[src/rtl/rr_priority_arbiter.sv]
// rr_priority_arbiter: registered N-way arbiter with fixed-priority or
// round-robin selection and a bounded ownership hold time.
// The owner keeps the grant while its req stays high. If MAX_HOLD is
// non-zero and another requester is waiting, the owner is pre-empted after
// MAX_HOLD consecutive granted cycles. Ownership (OWN/IDLE) is carried by
// grant_valid itself, so there is no separate state register.
module rr_priority_arbiter #(
  parameter  int N        = 4,
  parameter  int RR_MODE  = 1,
  parameter  int MAX_HOLD = 8,
  localparam int IDXW     = $clog2(N)
) (
  input  logic            clk,
  input  logic            rst,
  input  logic [N-1:0]    req,
  output logic [N-1:0]    grant,
  output logic            grant_valid,
  output logic [IDXW-1:0] grant_idx,
  output logic            hold_expired
);

  // Hold counter only needs to reach MAX_HOLD-1; it is held at 0 when unlimited.
  localparam int HCW       = (MAX_HOLD > 1) ? $clog2(MAX_HOLD) : 1;
  localparam int HOLD_LAST = (MAX_HOLD > 0) ? MAX_HOLD - 1 : 0;
  localparam logic [HCW-1:0]  HOLD_LAST_C = HCW'(HOLD_LAST);
  localparam logic [IDXW-1:0] LAST_IDX    = IDXW'(N - 1);

  logic [IDXW-1:0] ptr;
  logic [HCW-1:0]  hold_cnt;

  logic            owner_req;
  logic            others_req;
  logic            expire;
  logic            rearb;
  logic [N-1:0]    cand;
  logic            win_found;
  logic [IDXW-1:0] win_idx;

  logic [N-1:0]    grant_d;
  logic            valid_d;
  logic [IDXW-1:0] idx_d;
  logic            hexp_d;
  logic [IDXW-1:0] ptr_d;
  logic [HCW-1:0]  cnt_d;

  // Decide whether to re-arbitrate this cycle and which requests may compete.
  always_comb begin
    owner_req  = |(req & grant);
    others_req = |(req & ~grant);
    expire     = (MAX_HOLD != 0) && grant_valid && owner_req &&
                 (hold_cnt == HOLD_LAST_C) && others_req;
    rearb      = !grant_valid || !owner_req || expire;
    // On hold expiry the current owner sits out this round.
    cand       = expire ? (req & ~grant) : req;
  end

  // Winner selection: highest index in fixed mode, first set bit at or above
  // the pointer (with wrap-around) in round-robin mode.
  always_comb begin : sel
    int j;
    j         = 0;
    win_found = 1'b0;
    win_idx   = '0;
    if (RR_MODE == 0) begin
      for (int i = 0; i < N; i++) begin
        if (cand[i]) begin
          win_found = 1'b1;
          win_idx   = IDXW'(i);
        end
      end
    end else begin
      for (int i = 0; i < N; i++) begin
        j = int'(ptr) + i;
        if (j >= N) j = j - N;
        if (!win_found && cand[j]) begin
          win_found = 1'b1;
          win_idx   = IDXW'(j);
        end
      end
    end
  end

  // Next-state for grant, pointer and hold counter.
  always_comb begin
    grant_d = grant;
    valid_d = grant_valid;
    idx_d   = grant_idx;
    hexp_d  = 1'b0;
    ptr_d   = ptr;
    cnt_d   = hold_cnt;
    if (rearb) begin
      if (win_found) begin
        grant_d = {{(N-1){1'b0}}, 1'b1} << win_idx;
        valid_d = 1'b1;
        idx_d   = win_idx;
        hexp_d  = expire;
        cnt_d   = '0;
        ptr_d   = (win_idx == LAST_IDX) ? '0 : win_idx + 1'b1;
      end else begin
        grant_d = '0;
        valid_d = 1'b0;
        idx_d   = '0;
        cnt_d   = '0;
      end
    end else if (hold_cnt != HOLD_LAST_C) begin
      cnt_d = hold_cnt + 1'b1;
    end
  end

  // Registered outputs and arbitration state; reset clears everything at once.
  always_ff @(posedge clk or posedge rst) begin
    if (rst) begin
      grant        <= '0;
      grant_valid  <= 1'b0;
      grant_idx    <= '0;
      hold_expired <= 1'b0;
      ptr          <= '0;
      hold_cnt     <= '0;
    end else begin
      grant        <= grant_d;
      grant_valid  <= valid_d;
      grant_idx    <= idx_d;
      hold_expired <= hexp_d;
      ptr          <= ptr_d;
      hold_cnt     <= cnt_d;
    end
  end

endmodule

[config.mk]
export PLATFORM = sky130hd
export DESIGN_NAME = rr_priority_arbiter
export DESIGN_NICKNAME = d
export VERILOG_FILES = /design/src/rtl/rr_priority_arbiter.sv
export SDC_FILE = /design/constraint.sdc
export NUM_CORES = 1
export LEC_CHECK = 0
export CORE_UTILIZATION = 40
export CTS_CLUSTER_DIAMETER = 80
export CTS_CLUSTER_SIZE = 40
export DETAILED_ROUTE_END_ITERATION = 8
export SYNTH_ARGS = -nofsm -noshare
export SYNTH_HDL_FRONTEND = slang
export SYNTH_SLANG_ARGS = --single-unit
[constraint.sdc]
create_clock -name clk -period 7.3 [get_ports clk]
set_input_delay 2.19 -clock clk [delete_from_list [all_inputs] [get_ports clk]]
set_output_delay 2.19 -clock clk [all_outputs]
set_load 0.02 [all_outputs]
==> metrics.txt <==
most numerous cell in the Yosys netlist=dfrtp_1; R2R depth=9; Post-synth ARST share=100%; sequential cell area=325 µm²; Final Hold Viols=0; min Tclk post-route=4.34 ns; die height=48.8 µm; Leak=0.444 nW; Initial DRC Count=13; Post-CTS Hold Buffers=0; Ant. Diodes=0; final clock skew=0.00290 ns; row cnt=16; wire length per cell=15.2 µm; syn_area_per_cell=11.5 µm²; Port Buf Inserts=13; global-route wire length before repair=3190 µm; Sink Count=13; # Post-CTS Setup Buffers=0; crit path capture type=flip-flop; detailed placement HPWL=1350 µm; Clock transition at path regs=0.09 ns; Setup CP Type=in -> reg; Worst-Skew Late Latency=0.28 ns; multi-input logic area=515 µm²; highest routed layer=met4; post-CTS sizing=0; Clock Root Buffer=clkbuf_4; Post-synth EDFFs=0; r2r setup slk=4.69 ns; gr usage total=17.8%; synthesized flop and latch total=13; Bufs on Longest Clock Path=2; met3 WL=114 µm; Cell Area, Synth=875 µm²; DIE AREA=2380 µm²; total I/O pin count=14; met1 wire length=849 µm; CTS tree=built; hold path endpoint=grant_idx[1]$_DFFE_PP0P_; vias in the first global route=679; Worst Setup SP=req[0]; Worst-Margin Slew=0.537 ns; Nets=105; Synth top area share=37.2%; GP Congestion=0.821; total gr overflow=0; design area=1050 µm²; DRC violations left=0; cell taking the most area after synthesis=dfrtp_1; core area=2000 µm²; synth cell count leaders=dfrtp_1 (13), ha_1 (6), a22o_1 (5), inv_1 (5), nor2b_2 (4); vias=665; CP Data Arrival Time=4.52 ns; period utilisation layout=59.5%; PD cells=354 nW/µm²; fmax=230 MHz; r2r endpoint=ptr[1]$_DFFE_PP0P_; H-tree depth=1; Die Wd=48.8 µm; Worst path max stage delay=0.51 ns; Slew HR=64.2%; DRT antenna net count=0; drt via density=5.59; worst path cell trace=clkdlybuf4s50_1, nor2b_2, o31ai_1, o21ai_0, and2_1, a311oi_2, ha_1, mux2_4; largest fanout on the critical path=4; Slowest cell on crit path=clkdlybuf4s50_1; Cells after Synth=76; filler instances=183; sequential fraction of the synthesis area=37.2%; Setup TNS Final=0 ns; top area cells in the synthesized netlist=dfrtp_1 (37%), ha_1 (8.6%), a22o_1 (5.0%); TritonRoute pass-1 iters=4; layout cells sized above 1=22.8%; origin of the critical flop-to-flop path=hold_cnt[0]$_DFFE_PP0P_; final-report setup violation count=0; Layout area overhead=20.6%; cts bufs inserted=3; Hold/Removal Path Class=reg -> reg; Syn Nets=88; maximum vdd ir drop=189 µV; Netlist cell types=32; max-cap viol count=0; YS warnings=0; DP Area=1030 µm²; initial antenna violation count=0; outcome=finished, final reports clean; Initial Utilization=43.7%; met2 WL=810 µm; predominant post-synthesis flop cell=dfrtp_1; beginning of the worst hold path=grant_idx[1]$_DFFE_PP0P_; unrepaired setup endpoints after global routing=false; routed wire length=1810 µm; Critical Path RT=7.48 ns; largest net degree at the start of global routing=14; Slew Viols, Final=0; hold depth=1; crit path launch type=primary input
==> how the worst max path moves through the flow <==
stage                                     to  cells after the start  slack, ns
after floorplan           ptr[1]$_DFFE_PP0P_                      7       3.42
after global placement    ptr[1]$_DFFE_PP0P_                      8       2.73
after detailed placement  ptr[1]$_DFFE_PP0P_                      8       2.69
after CTS                 ptr[1]$_DFFE_PP0P_                      8       2.98
after global routing      ptr[1]$_DFFE_PP0P_                      8       2.89
final                     ptr[1]$_DFFE_PP0P_                      8       2.96
==> cells in the final DEF, fill, tap and decap left out <==
cell / count
nand2_1: 3
o221ai_1: 1
a311oi_2: 1
o31ai_1: 2
ha_1: 6
and3_1: 1
o21a_1: 2
a31oi_4: 1
o21ai_4: 2
o21ai_0: 1
a22oi_1: 2
nor2_4: 1
a2bb2oi_1: 1
mux2_4: 2
a22o_1: 5
a21oi_1: 3
o41ai_4: 1
nand2b_1: 2
nor2_1: 2
inv_2: 1
o211ai_1: 2
o21ai_1: 2
and2_1: 1
xor2_1: 1
clkbuf_4: 3
dfrtp_1: 13
nand3_1: 3
clkdlybuf4s50_1: 13
nor2b_2: 4
o31ai_2: 2
a21oi_2: 1
inv_1: 5
clkinv_2: 1
a21o_4: 1
==> kinds of logic after synthesis <==
family                   after synthesis  share of synthesized area [%]
AO/OA/AOI/OAI                         30                           33.9
AND/OR/NAND/NOR                       17                           12.0
flip-flops                            13                           37.2
buffers and inverters                  7                           3.86
adder cells (fa/ha/maj)                6                           8.58
multiplexers                           2                           3.43
XOR/XNOR                               1                           1.00
==> registers in the layout, indices dropped and copies added (netlist names) <==
register	cells
grant	4
grant_idx	2
grant_valid	1
hold_cnt	3
hold_expired	1
ptr	2
==> worst max-delay path: cells and delay by family <==
family | cells | cell delay [ns]
mux | 1 | 0.25
simple gates | 2 | 0.42
buf+inv | 1 | 0.51
compound gates | 3 | 0.83
fa+ha+maj | 1 | 0.30
==> layer usage <==
metal	vias up	global-route usage, %
met5	-	0
met4	0	11.3
met3	4	4.40
met2	28	25.5
met1	313	23.9
li1	320	-
==> area by class of cell <==
type | count | area share [%]
flip-flops and latches | 13 | 30.8
clock buffers | 3 | 2.14
inverters | 6 | 2.14
multi-input cells | 56 | 48.9
well taps | 27 | 3.20
repair buffers | 13 | 12.3
clock inverters | 1 | 0.474
==> report_power, final <==
group	internal (W)	switching, W	total (W)
Sequential	0.0000986	0.0000283	0.000127
Clock	0.0000204	0.0000271	0.0000475
Combinational	0.0000930	0.000106	0.000199
==> metrics by stage <==
step / total power [W] / hold WS [ns] / cells / setup slack (ns) / util (%)
2_1_floorplan: 0.000272 / 0.508 / 76 / 3.42 / -
3_3_place_gp: 0.000325 / 0.498 / 115 / 2.73 / 51.3
3_5_place_dp: 0.000327 / 0.492 / 115 / 2.69 / 51.3
4_1_cts: 0.000377 / 0.521 / 119 / 2.98 / 52.7
5_1_grt: 0.000402 / 0.546 / 119 / 2.89 / 52.7
6_report: 0.000373 / 0.517 / 119 / 2.96 / 52.7
Note: power is estimated with default switching activity, not from simulation.
==> edit 1, RTL diff (same flow settings) <==
`RR_MODE`: 1 -> 0.
--- a/src/rtl/rr_priority_arbiter.sv
+++ b/src/rtl/rr_priority_arbiter.sv
@@ -7,5 +7,5 @@
 module rr_priority_arbiter #(
   parameter  int N        = 4,
-  parameter  int RR_MODE  = 1,
+  parameter  int RR_MODE  = 0,
   parameter  int MAX_HOLD = 8,
   localparam int IDXW     = $clog2(N)
Check against the original RTL: not equivalent (a bounded check fails within 4 cycles, from zero or initial values and one cycle with rst high).
==> edit 1 against the original RTL <==
Final cell count decreased by 26%. Total power decreased by 48%. Sequential cell count decreased by 2. Utilization increased by 4.6 points. Routed wire length decreased by 32%. Sequential share of layout area increased by 3.9 points. Setup slack improved by 0.72 ns. Final area decreased by 25%. Non-clock buffer count unchanged. Area after synthesis decreased by 28%. Largest cell class unchanged. Largest power group is now registers. Highest routed layer unchanged.
==> edit 1: results (changes against the original RTL) <==
metric,value,unit,change
cap_violations,0,,unchanged
place_hpwl,956.7,µm,-29%
crit_slowest_cell,clkdlybuf4s50_1,,
async_flop_share,100.0,%,unchanged
grt_first_pass_wirelength,2042,µm,-36%
place_area,765.7,µm²,-25%
top_regs,"grant x4, hold_cnt x3, grant_idx x2",,
cellLeakagePower,0.0003343,µW,-25%
placed_cells_incl_taps,84,,-27%
n_antenna_cell,0,,unchanged
r2r_setup_slack,5.48,ns,+0.79 ns
synth.cells.most_frequent,"dfrtp_1, nand2b_1, nor2_1",,
synth.area.top_cells,"dfrtp_1, o41ai_4, a22o_1",,
routedWlPerCell,13.95,µm,-8.5%
crit_family,compound AO/OA/AOI/OAI gates,,
slowest_delay,0.46,ns,-0.05 ns
gp_congestion,0.8003,,-2.6%
met3_usage,8.696,%,+4.3 points
use_met1,20.77,%,-3.1 points
clk_latency,0.28,ns,about the same
grt_pass1_vias,444,,-35%
dr.pass1.iters,4,,unchanged
peakVddDrop,0.0001391,V,-27%
register_area,275.3,µm²,-15%
status,"finished, final reports clean",,
grt_max_degree,12,,-2
initialDrtViolationCount,11,,-2
cts_setup_buffers,0,,unchanged
synthesis.yosys.warnings,0,,unchanged
use_met2,23.44,%,-2.0 points
slew_headroom,72.29,%,+8.1 points
grt_usage,16.08,%,-1.7 points
via_per_inst,5.580,,-0.16%
cp_max_fo,6,,+2
synth_cell_type_count,28,,-13%
cts_root_buf,clkbuf_4,,
timing.final.ws_setup,3.682,ns,+0.7247 ns
post_cts_resize_count,0,,unchanged
skew,0.006282,ns,+0.003382 ns
pre_cts_ws,3.394,ns,+0.6992 ns
fillers,117,,-36%
largest_reg_flops,4,,unchanged
postSynthNetCount,65,,-26%
netlist_instances,57,,-25%
yosysSeqAreaShare,43.65,%,+6.5 points
drive_gt1_share,16.44,%,-6.4 points
whs,0.5473,ns,+0.02993 ns
final_nets,82,,-22%
worstPathArrival,3.78,ns,-0.74 ns
setup-violations-final,0,,unchanged
final_cells,88,,-26%
path_clk_slew,0.07,ns,-0.02 ns
-- edit 1: final timing paths --
| path | startpoint | endpoint | cells past startpoint |
|---|---|---|---|
| worst min-delay path | grant[2]$_DFFE_PP0P_ | grant[2]$_DFFE_PP0P_ | 2 |
| min in group asynchronous | rst | grant_idx[0]$_DFFE_PP0P_ | 2 |
| worst min register to register | grant[2]$_DFFE_PP0P_ | grant[2]$_DFFE_PP0P_ | 2 |
| max in group asynchronous | rst | grant[3]$_DFFE_PP0P_ | 2 |
| worst max register to register | hold_cnt[0]$_DFFE_PP0P_ | grant[0]$_DFFE_PP0P_ | 6 |
| worst max-delay path | req[0] | grant[1]$_DFFE_PP0P_ | 6 |
-- edit 1: layout make-up --
type | instances | share of cell area [%]
multi-input cells | 44 | 42.65
repair buffers | 13 | 16.43
inverters | 1 | 0.4739
well taps | 15 | 2.370
flip-flops and latches | 11 | 34.76
clock buffers | 4 | 3.318
-- edit 1: per-layer routing --
layer,share of wire [%],up-vias,wire (µm)
met2,48,7,594
met5,0,-,0
met4,1.3,0,16
met3,5.0,2,61
li1,-,246,-
met1,45,236,557
-- edit 1: tightest hold or removal path: cells and delay by family, from the launching register on --
family | cells | cell delay, ns
flip-flops | 1 | 0.41
AND/OR/NAND/NOR | 2 | 0.11
-- edit 1: report_power, final --
| group | leakage (µW) | switching [µW] | internal [µW] | total (µW) |
|---|---|---|---|---|
| combinational | 0.000183 | 36.6 | 33.2 | 69.7 |
| sequential | 0.000137 | 9.79 | 71.7 | 81.4 |
| clock | 0.0000150 | 21.1 | 21.2 | 42.3 |
-- edit 1: kinds of logic after synthesis --
kind of cell	Yosys count	synth area share, %
xor+xnor	1	1.389
simple gates	22	21.63
flops	11	43.65
buf+inv	2	2.777
compound gates	19	26.59
fa+ha+maj	2	3.968
==> edit 2, RTL diff (same flow settings) <==
Made on the original files. Remove the register `hold_expired`: a continuous assignment takes its place, so the output `hold_expired` follows one clock earlier.
--- a/src/rtl/rr_priority_arbiter.sv
+++ b/src/rtl/rr_priority_arbiter.sv
@@ -114,5 +114,4 @@
       grant_valid  <= 1'b0;
       grant_idx    <= '0;
-      hold_expired <= 1'b0;
       ptr          <= '0;
       hold_cnt     <= '0;
@@ -121,5 +120,4 @@
       grant_valid  <= valid_d;
       grant_idx    <= idx_d;
-      hold_expired <= hexp_d;
       ptr          <= ptr_d;
       hold_cnt     <= cnt_d;
@@ -127,4 +125,6 @@
   end
 
+  assign hold_expired = hexp_d;
+
 endmodule
 
Behaviour: not the same (a bounded check fails within 10 cycles, from zero or initial values and one cycle with rst high).
==> edit 2 against the original RTL <==
Routed wire length down 0.88%. Setup slack got worse by 1.8 ns. Final area down 2.1%. Total power fell by 7.2%. Combinational power decreased by 15%. First-iteration DRC count did not move. Sequential cell count decreased by 1. Area after synthesis shrank 3.7%. Count of clock-buffer cells in the layout grew 1. Critical path type is now primary input to primary output. Critical endpoint is now hold_expired. Largest power group unchanged. Highest routed layer unchanged.
==> edit 2: results (changes against the original RTL) <==
metric,value,unit,change
status,"finished, final reports clean",,
grt_pass1_vias,612,,-9.9%
drive_gt1_share,12.12,%,-11 points
synth-adder-area-share,8.915,%,+0.33 points
crit_family,buffers and inverters,,
place_area,996.0,µm²,-3.0%
wl_met1,910,µm,+7.2%
slowest_delay,0.54,ns,+0.03 ns
pre_cts_ws,1.182,ns,-1.512 ns
synth-compound-area-share,27.34,%,-6.6 points
synth-xor-area-share,1.040,%,+0.039 points
path_clk_slew,0.07,ns,-0.02 ns
met3WireLength,42,µm,-63%
whs,0.4877,ns,-0.02971 ns
synth_cell_type_count,35,,+9.4%
yosysSeqAreaShare,35.66,%,-1.5 points
avgSynthCellArea,10.02,µm²,-13%
place_hpwl,1375,µm,+2.0%
clock.fmax,163.1,MHz,-29%
synth.cells.most_frequent,"dfrtp_1, a22o_1, ha_1",,
grt_usage,19.16,%,+1.3 points
postSynthNetCount,96,,+9.1%
final_cells,126,,+5.9%
placed_cells_incl_taps,122,,+6.1%
fillers,197,,+7.7%
## edit 2: logic make-up (layout without fill, tap and decap cells)
family          count (synthesis)  in the layout
mux                             1              1
buf+inv                         5             20
simple gates                   31             31
compound gates                 28             28
fa+ha+maj                       6              6
flops                          12             12
xor+xnor                        1              1
## edit 2: metal layers
layer	track usage (%)	up-vias
met5	0	-
met4	4.444	0
met3	5.660	4
met2	26.76	8
met1	28.90	340
li1	-	352
## edit 2: worst paths after layout
path                                          start                  endpoint  depth (start not counted)
setup / recovery                             req[0]              hold_expired                          5
setup reg to reg            hold_cnt[0]$_DFFE_PP0P_        ptr[1]$_DFFE_PP0P_                          9
hold / removal             grant_idx[1]$_DFFE_PP0P_  grant_idx[1]$_DFFE_PP0P_                          2
hold reg to reg            grant_idx[1]$_DFFE_PP0P_  grant_idx[1]$_DFFE_PP0P_                          2
max in group asynchronous                       rst        ptr[1]$_DFFE_PP0P_                          2
min in group asynchronous                       rst  grant_idx[1]$_DFFE_PP0P_                          2
## edit 2: final cells by class
cell class	instances	area [µm²]	share of cell area, %
Clock buffer	4	36.28	3.515
Timing Repair Buffer	13	130.1	12.61
Inverter	3	11.26	1.091
Tap cell	27	33.78	3.273
Sequential cell	12	300.3	29.09
Multi-Input combinational cell	67	520.5	50.42
## edit 2: power by group through the flow
stage                     Combinational [µW]  Clock (µW)  Sequential (µW)
after global routing                     187        58.6              129
after floorplan                          102           0              137
after CTS                                171        54.2              125
after global placement                   168           0              127
after detailed placement                 170           0              126
final                                    169        52.2              125
## edit 2: worst register-to-register path, cell delays in order (launching register included)
cell	delay (ns)
dfrtp_1	0.40
ha_1	0.20
ha_1	0.29
and3_1	0.23
o31a_1	0.12
or3_1	0.35
a21oi_1	0.25
nor2_1	0.09
ha_1	0.28
mux2_1	0.29
